===== src/rtl/car_motion_ctrl.sv =====
// rtl/car_motion_ctrl.sv - elevator car motion controller: call latching, floor-by-floor travel, door handshake
//
// Ports:
//   clk, reset (sync, active-high), enable (clock enable; 0 holds all state)
//   doorState          1 = door OPEN, 0 = CLOSE, read back from the door controller
//   internalButton     cabin buttons; [7:1] floor calls, [9:8] open/close (handled by the door side)
//   upButton/downButton hall calls; upButton[7] and downButton[1] do not exist physically
//   currentFloor       1..7
//   currentDirection   STOP=00, UP=10, DOWN=01
//   currentFloorButton {upPend, downPend} at the current floor
//   moving             high while travelling; holds the door controller in reset
//   cabPend/upPend/downPend latched calls
module car_motion_ctrl #(
    parameter int CLK_PER_FLOOR = 1000000000
) (
    input  logic       clk,
    input  logic       reset,
    input  logic       enable,
    input  logic       doorState,
    input  logic [9:1] internalButton,
    input  logic [7:1] upButton,
    input  logic [7:1] downButton,
    output logic [2:0] currentFloor,
    output logic [1:0] currentDirection,
    output logic [1:0] currentFloorButton,
    output logic       moving,
    output logic [7:1] cabPend,
    output logic [7:1] upPend,
    output logic [7:1] downPend
);
    localparam logic [1:0]  DIR_STOP = 2'b00;
    localparam logic [1:0]  DIR_UP   = 2'b10;
    localparam logic [1:0]  DIR_DOWN = 2'b01;
    localparam logic [31:0] TRAVEL   = 32'(CLK_PER_FLOOR);

    typedef enum logic [1:0] {IDLE, MOVE, DOOR_OPEN, DOOR_CLOSE} state_t;
    state_t state, state_next;

    // Call vectors are indexed by floor number; bit 0 has no floor and stays 0.
    logic [7:0]  cab_q, up_q, down_q;
    logic [7:0]  cab_d, up_d, down_d;
    logic [2:0]  floor_q, floor_d;
    logic [1:0]  dir_q, dir_d;
    logic [31:0] count_q, count_d;

    logic [7:0] any_q, here_hot, arrive_hot, clear_hot;
    logic [2:0] arrive_floor;
    logic [1:0] idle_dir, choice_dir;
    logic       here, above, below, door_clear;
    logic       stop_cab, stop_dir, stop_hall, further;

    logic unused_buttons;
    assign unused_buttons = &{1'b0, internalButton[9:8], upButton[7], downButton[1]};

    function automatic logic [7:0] onehot(input logic [2:0] f);
        return 8'd1 << f;
    endfunction

    function automatic logic [7:0] mask_above(input logic [2:0] f);
        case (f)
            3'd0:    return 8'hFE;
            3'd1:    return 8'hFC;
            3'd2:    return 8'hF8;
            3'd3:    return 8'hF0;
            3'd4:    return 8'hE0;
            3'd5:    return 8'hC0;
            3'd6:    return 8'h80;
            default: return 8'h00;
        endcase
    endfunction

    function automatic logic [7:0] mask_below(input logic [2:0] f);
        return onehot(f) - 8'd1;
    endfunction

    // Request summaries used by both the idle decision and the arrival check.
    always_comb begin
        any_q    = cab_q | up_q | down_q;
        here_hot = onehot(floor_q);
        here     = |(any_q & here_hot);
        above    = |(any_q & mask_above(floor_q));
        below    = |(any_q & mask_below(floor_q));

        // Clamped so the car can never step outside 1..7.
        arrive_floor = floor_q;
        if (dir_q == DIR_UP && floor_q != 3'd7) begin
            arrive_floor = floor_q + 3'd1;
        end else if (dir_q == DIR_DOWN && floor_q != 3'd1) begin
            arrive_floor = floor_q - 3'd1;
        end
        arrive_hot = onehot(arrive_floor);
        stop_cab   = |(cab_q & arrive_hot);
        stop_dir   = (dir_q == DIR_UP) ? |(up_q & arrive_hot) : |(down_q & arrive_hot);
        stop_hall  = |((up_q | down_q) & arrive_hot);
        further    = (dir_q == DIR_UP) ? |(any_q & mask_above(arrive_floor))
                                       : |(any_q & mask_below(arrive_floor));

        if (dir_q != DIR_STOP && (|(cab_q & here_hot) ||
                ((dir_q == DIR_UP) ? |(up_q & here_hot) : |(down_q & here_hot)))) begin
            idle_dir = dir_q;
        end else if (|(up_q & here_hot)) begin
            idle_dir = DIR_UP;
        end else if (|(down_q & here_hot)) begin
            idle_dir = DIR_DOWN;
        end else begin
            idle_dir = (floor_q == 3'd7) ? DIR_DOWN : DIR_UP;
        end

        case (dir_q)
            DIR_UP:   choice_dir = above ? DIR_UP : DIR_DOWN;
            DIR_DOWN: choice_dir = below ? DIR_DOWN : DIR_UP;
            default:  choice_dir = above ? DIR_UP : DIR_DOWN;
        endcase

        // Clearing beats a simultaneous press on the same bit.
        door_clear = (state == DOOR_OPEN || state == DOOR_CLOSE) && doorState;
        clear_hot  = door_clear ? here_hot : 8'h00;
        cab_d  = (cab_q  | {internalButton[7:1], 1'b0}) & ~clear_hot;
        up_d   = (up_q   | {1'b0, upButton[6:1], 1'b0}) & ~((dir_q == DIR_UP)   ? clear_hot : 8'h00);
        down_d = (down_q | {downButton[7:2], 2'b00})    & ~((dir_q == DIR_DOWN) ? clear_hot : 8'h00);
    end

    always_ff @(posedge clk) begin
        if (reset) begin
            state <= IDLE;
        end else if (enable) begin
            state <= state_next;
        end
    end

    always_comb begin
        state_next = state;
        floor_d    = floor_q;
        dir_d      = dir_q;
        count_d    = count_q;
        case (state)
            IDLE: begin
                if (here) begin
                    dir_d      = idle_dir;
                    state_next = DOOR_OPEN;
                end else if (above || below) begin
                    dir_d      = choice_dir;
                    count_d    = TRAVEL;
                    state_next = MOVE;
                end else begin
                    dir_d = DIR_STOP;
                end
            end
            MOVE: begin
                if (count_q == 32'd1) begin
                    floor_d = arrive_floor;
                    if (stop_cab || stop_dir) begin
                        state_next = DOOR_OPEN;
                    end else if (!further && stop_hall) begin
                        // Only the opposite hall call is waiting here: turn around to serve it.
                        dir_d      = (dir_q == DIR_UP) ? DIR_DOWN : DIR_UP;
                        state_next = DOOR_OPEN;
                    end else if (!further) begin
                        state_next = IDLE;
                    end else begin
                        count_d = TRAVEL;
                    end
                end else begin
                    count_d = count_q - 32'd1;
                end
            end
            DOOR_OPEN: begin
                if (doorState) begin
                    state_next = DOOR_CLOSE;
                end
            end
            DOOR_CLOSE: begin
                if (!doorState) begin
                    state_next = IDLE;
                end
            end
            default: state_next = IDLE;
        endcase
    end

    always_ff @(posedge clk) begin
        if (reset) begin
            floor_q <= 3'd1;
            dir_q   <= DIR_STOP;
            count_q <= 32'd0;
            cab_q   <= 8'h00;
            up_q    <= 8'h00;
            down_q  <= 8'h00;
        end else if (enable) begin
            floor_q <= floor_d;
            dir_q   <= dir_d;
            count_q <= count_d;
            cab_q   <= cab_d;
            up_q    <= up_d;
            down_q  <= down_d;
        end
    end

    always_comb begin
        moving             = (state == MOVE);
        currentFloor       = floor_q;
        currentDirection   = dir_q;
        currentFloorButton = {|(up_q & here_hot), |(down_q & here_hot)};
        cabPend            = cab_q[7:1];
        upPend             = up_q[7:1];
        downPend           = down_q[7:1];
    end
endmodule


===== config.mk =====
export PLATFORM = sky130hd
export DESIGN_NAME = car_motion_ctrl
export DESIGN_NICKNAME = d
export VERILOG_FILES = /design/src/rtl/car_motion_ctrl.sv
export SDC_FILE = /design/constraint.sdc
export NUM_CORES = 1
export LEC_CHECK = 0
export ABC_AREA = 1
export CAP_MARGIN = 5
export CORE_MARGIN = 1
export CORE_UTILIZATION = 58
export DETAILED_ROUTE_END_ITERATION = 10
export GPL_ROUTABILITY_DRIVEN = 0
export GPL_TIMING_DRIVEN = 0
export PLACE_DENSITY = 0.86
export REMOVE_ABC_BUFFERS = 1
export SYNTH_ARGS = -nofsm -noshare
export SYNTH_HDL_FRONTEND = slang
export SYNTH_SLANG_ARGS = --single-unit

===== constraint.sdc =====
create_clock -name clk -period 3.9 [get_ports clk]
set_input_delay 0.78 -clock clk [delete_from_list [all_inputs] [get_ports clk]]
set_output_delay 0.78 -clock clk [all_outputs]
set_load 0.1 [all_outputs]

==> impl_metrics.yaml, run 1 <==
setup_path:
  critPathArrivalTime_ns: 3.92
  r2r-start: "currentFloor[1]$_SDFFE_PP0P_"
  rrSetupSlack_ns: 0.26
  r2r-end: "count_q[17]$_SDFFE_PP0P_"
  worstSetupStartpoint: "currentFloor[1]$_SDFFE_PP0P_"
  crit_type: "reg2reg"
  crit_path_end_kind: "register"
  path_max_fanout: 32
  r2r_cells: 21
  setup.worst_path.start_class: "register"
  cp.required_ns: 4.18
timing:
  maxSlewHeadroom: 0.308
  period_share: 0.933
  rsz0062_at_grt: "no"
  finalSetupViolCount: 0
  period_minus_slack_ns: 3.64
  skew_ns: 0.0190
  setup_ws_ns: 0.261
  slew_violations: 0
  fmax_mhz: 275
  fin_setup_tns_ns: 0
  worst_slew_pin_slew_ns: 1.04
  hold_violations: 0
layout:
  nets: 876
  finalInstanceArea_um2: 5740
  final_common_cell: "nand2_1"
  final_cell_mix: "185 x nand2_1, 99 x nor2_1, 83 x nand3_1, 77 x inv_1"
  post-route-util: 0.692
  drive_above_1_share: 0.0736
  syn2layout_area_growth_pct: 14.0
  antenna_cells: 0
logic_synthesis:
  synth_area_per_cell_um2: 6.18
  yosys.cell_types.count: 44
  syn_inst: 815
  synth_warnings: 0
  ys_ff_latch: 63
  yosysSeqAreaShare: 0.250
  synthesis.area_um2: 5040
die:
  dieArea_um2: 9060
  row_count: 33
  start_util: 0.607
  die_h_um: 95.2
  fp.dieW_um: 95.2
  ios: 56
  core-area_um2: 8300
worst_hold_path:
  holdPathEnd: "up_q[0]$_SDFFE_PP0P_"
  min_path_type: "reg2reg"
  hold_depth: 2
  min-delay-start: "up_q[0]$_SDFFE_PP0P_"
clock_tree:
  clock_path_buffers: 2
  clkTransAtPathRegs_ns: 0.08
  root_buffer: "clkbuf_8"
  cts_sinks: 63
  numCtsBuffers: 9
  cts-hold-fix-buffers: 0
  tritoncts: "built"
  htree_num_levels: 3
  clkLatencyLatePin_ns: 0.37
run:
  maxCapViolCount: 0
place:
  hpwl_um: 10600
  portBuffers: 51
  pre_cts_ws_ns: -0.608
  placed_area_um2: 5400
pwr:
  irDropWorstVdd_mv: 0.333
  powerDensity_nw_per_um2: 470
  leakagePower_nw: 2.61
global_routing:
  grt_max_degree: 35
  antenna_found_initial: 0
  grt_use_total: 0.344
  grt.overflow.total: 0
  grt_pass1_vias: 5132
  grt_pass1_wl_um: 24400
routing:
  ant_nets: 0
  routedWlPerCell_um: 16.2
  drt_wl_total_um: 15300
  first_iter_violations: 616
  firstDrtPassIters: 7
  vias_per_cell: 6.13
  drc: 0
  vias: 5805
outcome:
  status: "completed"
==> worst max-delay path, cell delays in order, from the launching register on <==
cell	delay, ns
dfxtp_1	0.45
ha_1	0.25
ha_2	0.27
inv_2	0.09
nand3_4	0.15
nand3_2	0.12
nand2_4	0.16
inv_4	0.08
nor2_8	0.17
nand2_1	0.15
ha_1	0.30
o21ai_0	0.08
a21oi_1	0.16
nand3_1	0.10
nor2_1	0.10
nand3_1	0.09
nand2_2	0.17
o21bai_4	0.11
buf_12	0.15
nand2_8	0.17
nand2_1	0.08
a21oi_1	0.15
==> per-stage QoR <==
step | hold slack [ns] | cells | total power [mW]
3_5_place_dp | 0.475 | 923 | 1.97
5_1_grt | 0.507 | 947 | 2.85
2_1_floorplan | 0.448 | 766 | 1.69
6_report | 0.495 | 947 | 2.70
3_3_place_gp | 0.468 | 922 | 1.94
4_1_cts | 0.485 | 942 | 2.66
==> layout make-up <==
class / count / area, um2
inverter: 86 / 325
clock buffer: 9 / 124
sequential: 63 / 1260
tap: 105 / 131
clock inverter: 7 / 100
multi-input combinational: 618 / 3190
fill: 702 / 2550
timing repair buffer: 59 / 612
==> repair_timing <==
item                       CTS  global route
resized for setup            2             5
pin swaps                    1             2
buffers inserted             2             4
gates cloned                 1             0
setup endpoints to repair   32            34
==> logic make-up after synthesis <==
logic type / count (synthesis) / share of synthesized area
buf+inv: 135 / 0.123
fa+ha+maj: 12 / 0.0298
simple gates: 461 / 0.415
flops: 63 / 0.250
xor+xnor: 17 / 0.0295
compound gates: 127 / 0.152
==> cells in the mapped netlist (all sizes together) <==
cell type	count	area [um2]
nor3	30	150
or2	10	62.6
nand4	24	150
nand3b	2	15.0
inv	84	318
nor2	104	417
nand3	86	453
o21ai	21	105
xor2	12	105
a211o	2	17.5
a31oi	1	6.26
clkbuf	17	63.8
nor4	8	50.1
buf	32	233
nand2	194	771
a21oi	63	315
clkinv	2	7.51
and3	2	12.5
a221oi	3	26.3
xnor2	5	43.8
a211oi	22	165
a21o	1	7.51
ha	12	150
a22o	1	8.76
a32o	1	10.0
a21boi	1	18.8
o211ai	2	15.0
o2111ai	1	8.76
dfxtp	63	1260
o22ai	7	43.8
o21bai	1	18.8
and3b	1	8.76
==> power breakdown <==
| part | internal, mW | switching (mW) |
|---|---|---|
| combinational | 0.389 | 0.846 |
| clock | 0.368 | 0.308 |
| sequential | 0.705 | 0.0864 |
| total | 1.46 | 1.24 |
==> per-layer routing <==
layer / vias up / GRT usage / share of wire
met2: 370 / 0.533 / 0.44
met4: 0 / 0.141 / 0.035
met1: 2611 / 0.461 / 0.41
met5: - / 0 / 0
li1: 2755 / - / -
met3: 69 / 0.0726 / 0.11
==> sequential cells by signal (all words and copies together), names as in the netlist <==
name              cells
cab_q                 8
count_q              32
currentDirection      2
currentFloor          3
down_q                8
state                 2
up_q                  8
==> worst max path at each step <==
stage / endpoint / slack, ns
3_5_place_dp: count_q[28]$_SDFFE_PP0P_ / -0.61
5_1_grt: count_q[1]$_SDFFE_PP0P_ / 0.04
6_report: count_q[17]$_SDFFE_PP0P_ / 0.26
4_1_cts: currentFloorButton[0] / 0.005
2_1_floorplan: count_q[0]$_SDFFE_PP0P_ / -0.45
3_3_place_gp: count_q[10]$_SDFFE_PP0P_ / -0.61
Power figures use the tool's default switching activity.
==> run 2, diff against run 1 <==
Settings changed: CORE_MARGIN 1 to 4.
==> run 2 against run 1 <==
Worst setup slack lost 0.0061 ns. Global-route usage shrank 4.2 points. Die area grew 13%. Via count shrank 0.84%. Largest power group unchanged.
==> impl_metrics.yaml, run 2 (synthesis gave the netlist of run 1 again) <==
outcome:
  status: "completed"
clock_tree:
  clkTransAtPathRegs_ns: 0.08
  cts_sinks: 63
  cts-hold-fix-buffers: 0
  htree_num_levels: 3
  tritoncts: "built"
  clock_path_buffers: 2
  clkLatencyLatePin_ns: 0.34
  root_buffer: "clkbuf_8"
  numCtsBuffers: 9
routing:
  vias: 5756
  drt_wl_total_um: 15300
  routedWlPerCell_um: 16.3
  drc: 0
  first_iter_violations: 694
  ant_nets: 0
  firstDrtPassIters: 7
  vias_per_cell: 6.11
timing:
  maxSlewHeadroom: 0.337
  skew_ns: 0.00904
  slew_violations: 0
  worst_slew_pin_slew_ns: 0.991
  finalSetupViolCount: 0
  period_minus_slack_ns: 3.65
  fin_setup_tns_ns: 0
  setup_ws_ns: 0.255
  fmax_mhz: 274
  period_share: 0.935
  hold_violations: 0
  rsz0062_at_grt: "no"
die:
  start_util: 0.604
  core-area_um2: 8340
  dieArea_um2: 10200
  die_h_um: 101
  row_count: 33
  fp.dieW_um: 101
  ios: 56
layout:
  largest_reg_flops: 32
  drive_above_1_share: 0.0705
  syn2layout_area_growth_pct: 12.7
  finalInstanceArea_um2: 5680
  antenna_cells: 0
  final_common_cell: "nand2_1"
  nets: 872
  final_cell_mix: "185 x nand2_1, 98 x nor2_1, 83 x nand3_1, 77 x inv_1, 63 x a21oi_1"
  multi_input_area_um2: 3200
  largest_register: "count_q"
  seq_area_um2: 1260
  fill_cells: 718
pwr:
  total_power_mw: 2.62
  irDropWorstVdd_mv: 0.288
  powerDensity_nw_per_um2: 461
  leakagePower_nw: 2.55
global_routing:
  antenna_found_initial: 0
  grt_max_degree: 44
  grt_use_total: 0.302
  grt.overflow.total: 0
  grt_pass1_wl_um: 25500
  grt_pass1_vias: 5303
run:
  maxCapViolCount: 0
setup_path:
  crit_path_end_kind: "register"
  critPathArrivalTime_ns: 3.88
  path_max_fanout: 25
  setup.worst_path.start_class: "register"
  cp.required_ns: 4.13
  crit_type: "reg2reg"
place:
  portBuffers: 51
  hpwl_um: 10600
  placed_area_um2: 5400
  pre_cts_ws_ns: -0.736
worst_hold_path:
  min_path_type: "reg2reg"
[run 2: worst paths after layout]
kind,startpoint,end,slack (ns),depth (start not counted)
max,currentFloor[0]$_SDFFE_PP1P_,count_q[1]$_SDFFE_PP0P_,0.25,20
min reg2reg,count_q[25]$_SDFFE_PP0P_,count_q[25]$_SDFFE_PP0P_,0.51,2
max reg2reg,currentFloor[0]$_SDFFE_PP1P_,count_q[1]$_SDFFE_PP0P_,0.25,20
min,count_q[25]$_SDFFE_PP0P_,count_q[25]$_SDFFE_PP0P_,0.51,2
[run 2: worst max-delay path: stages, from the launching register on]
cell and delay [ns]:
dfxtp_1 0.40, ha_1 0.27, ha_4 0.22, clkinvlp_4 0.13, nand3_4 0.16, or2_1 0.21
nand2_4 0.19, nor3_1 0.21, inv_1 0.11, ha_1 0.29, o21ai_0 0.16, a21oi_1 0.06
nand3_1 0.10, nor2_1 0.05, nand3_1 0.09, nand2_2 0.13, o21bai_4 0.23, buf_6 0.22
nand3_1 0.09, nand2_1 0.13, nor2_1 0.06
[run 2: final cells by class]
cell class,count,area share
clock buffers,12,0.0273
repair buffers,55,0.0974
clock inverters,3,0.00749
well taps,105,0.0231
multi-input cells,618,0.564
inverters,86,0.0580
flip-flops and latches,63,0.223
[run 2: metrics by stage]
stage	cells	util	hold WS, ns
after global placement	922	0.646	0.468
after global routing	942	0.681	0.536
after CTS	940	0.675	0.507
after detailed placement	923	0.647	0.497
after floorplan	766	-	0.448
final	942	0.681	0.509
[run 2: layer usage]
metal,up-vias,share of wire,global-route usage
met5,-,0,0
met4,0,0.033,0.108
met3,66,0.11,0.0647
met2,374,0.44,0.449
met1,2578,0.42,0.432
li1,2738,-,-
[run 2: power by group]
group	total, mW	leakage, nW	switching, mW	internal (mW)
logic	1.24	1.93	0.850	0.386
clock network	0.587	0.0985	0.261	0.326
registers	0.793	0.517	0.0876	0.706
[run 2: timing repair]
action	CTS	global route
endpoints found under the setup margin	33	37
setup buffers	1	2
pin swaps	1	0
gates resized for setup	3	8
hold endpoints to repair	0	0
cloned	1	0
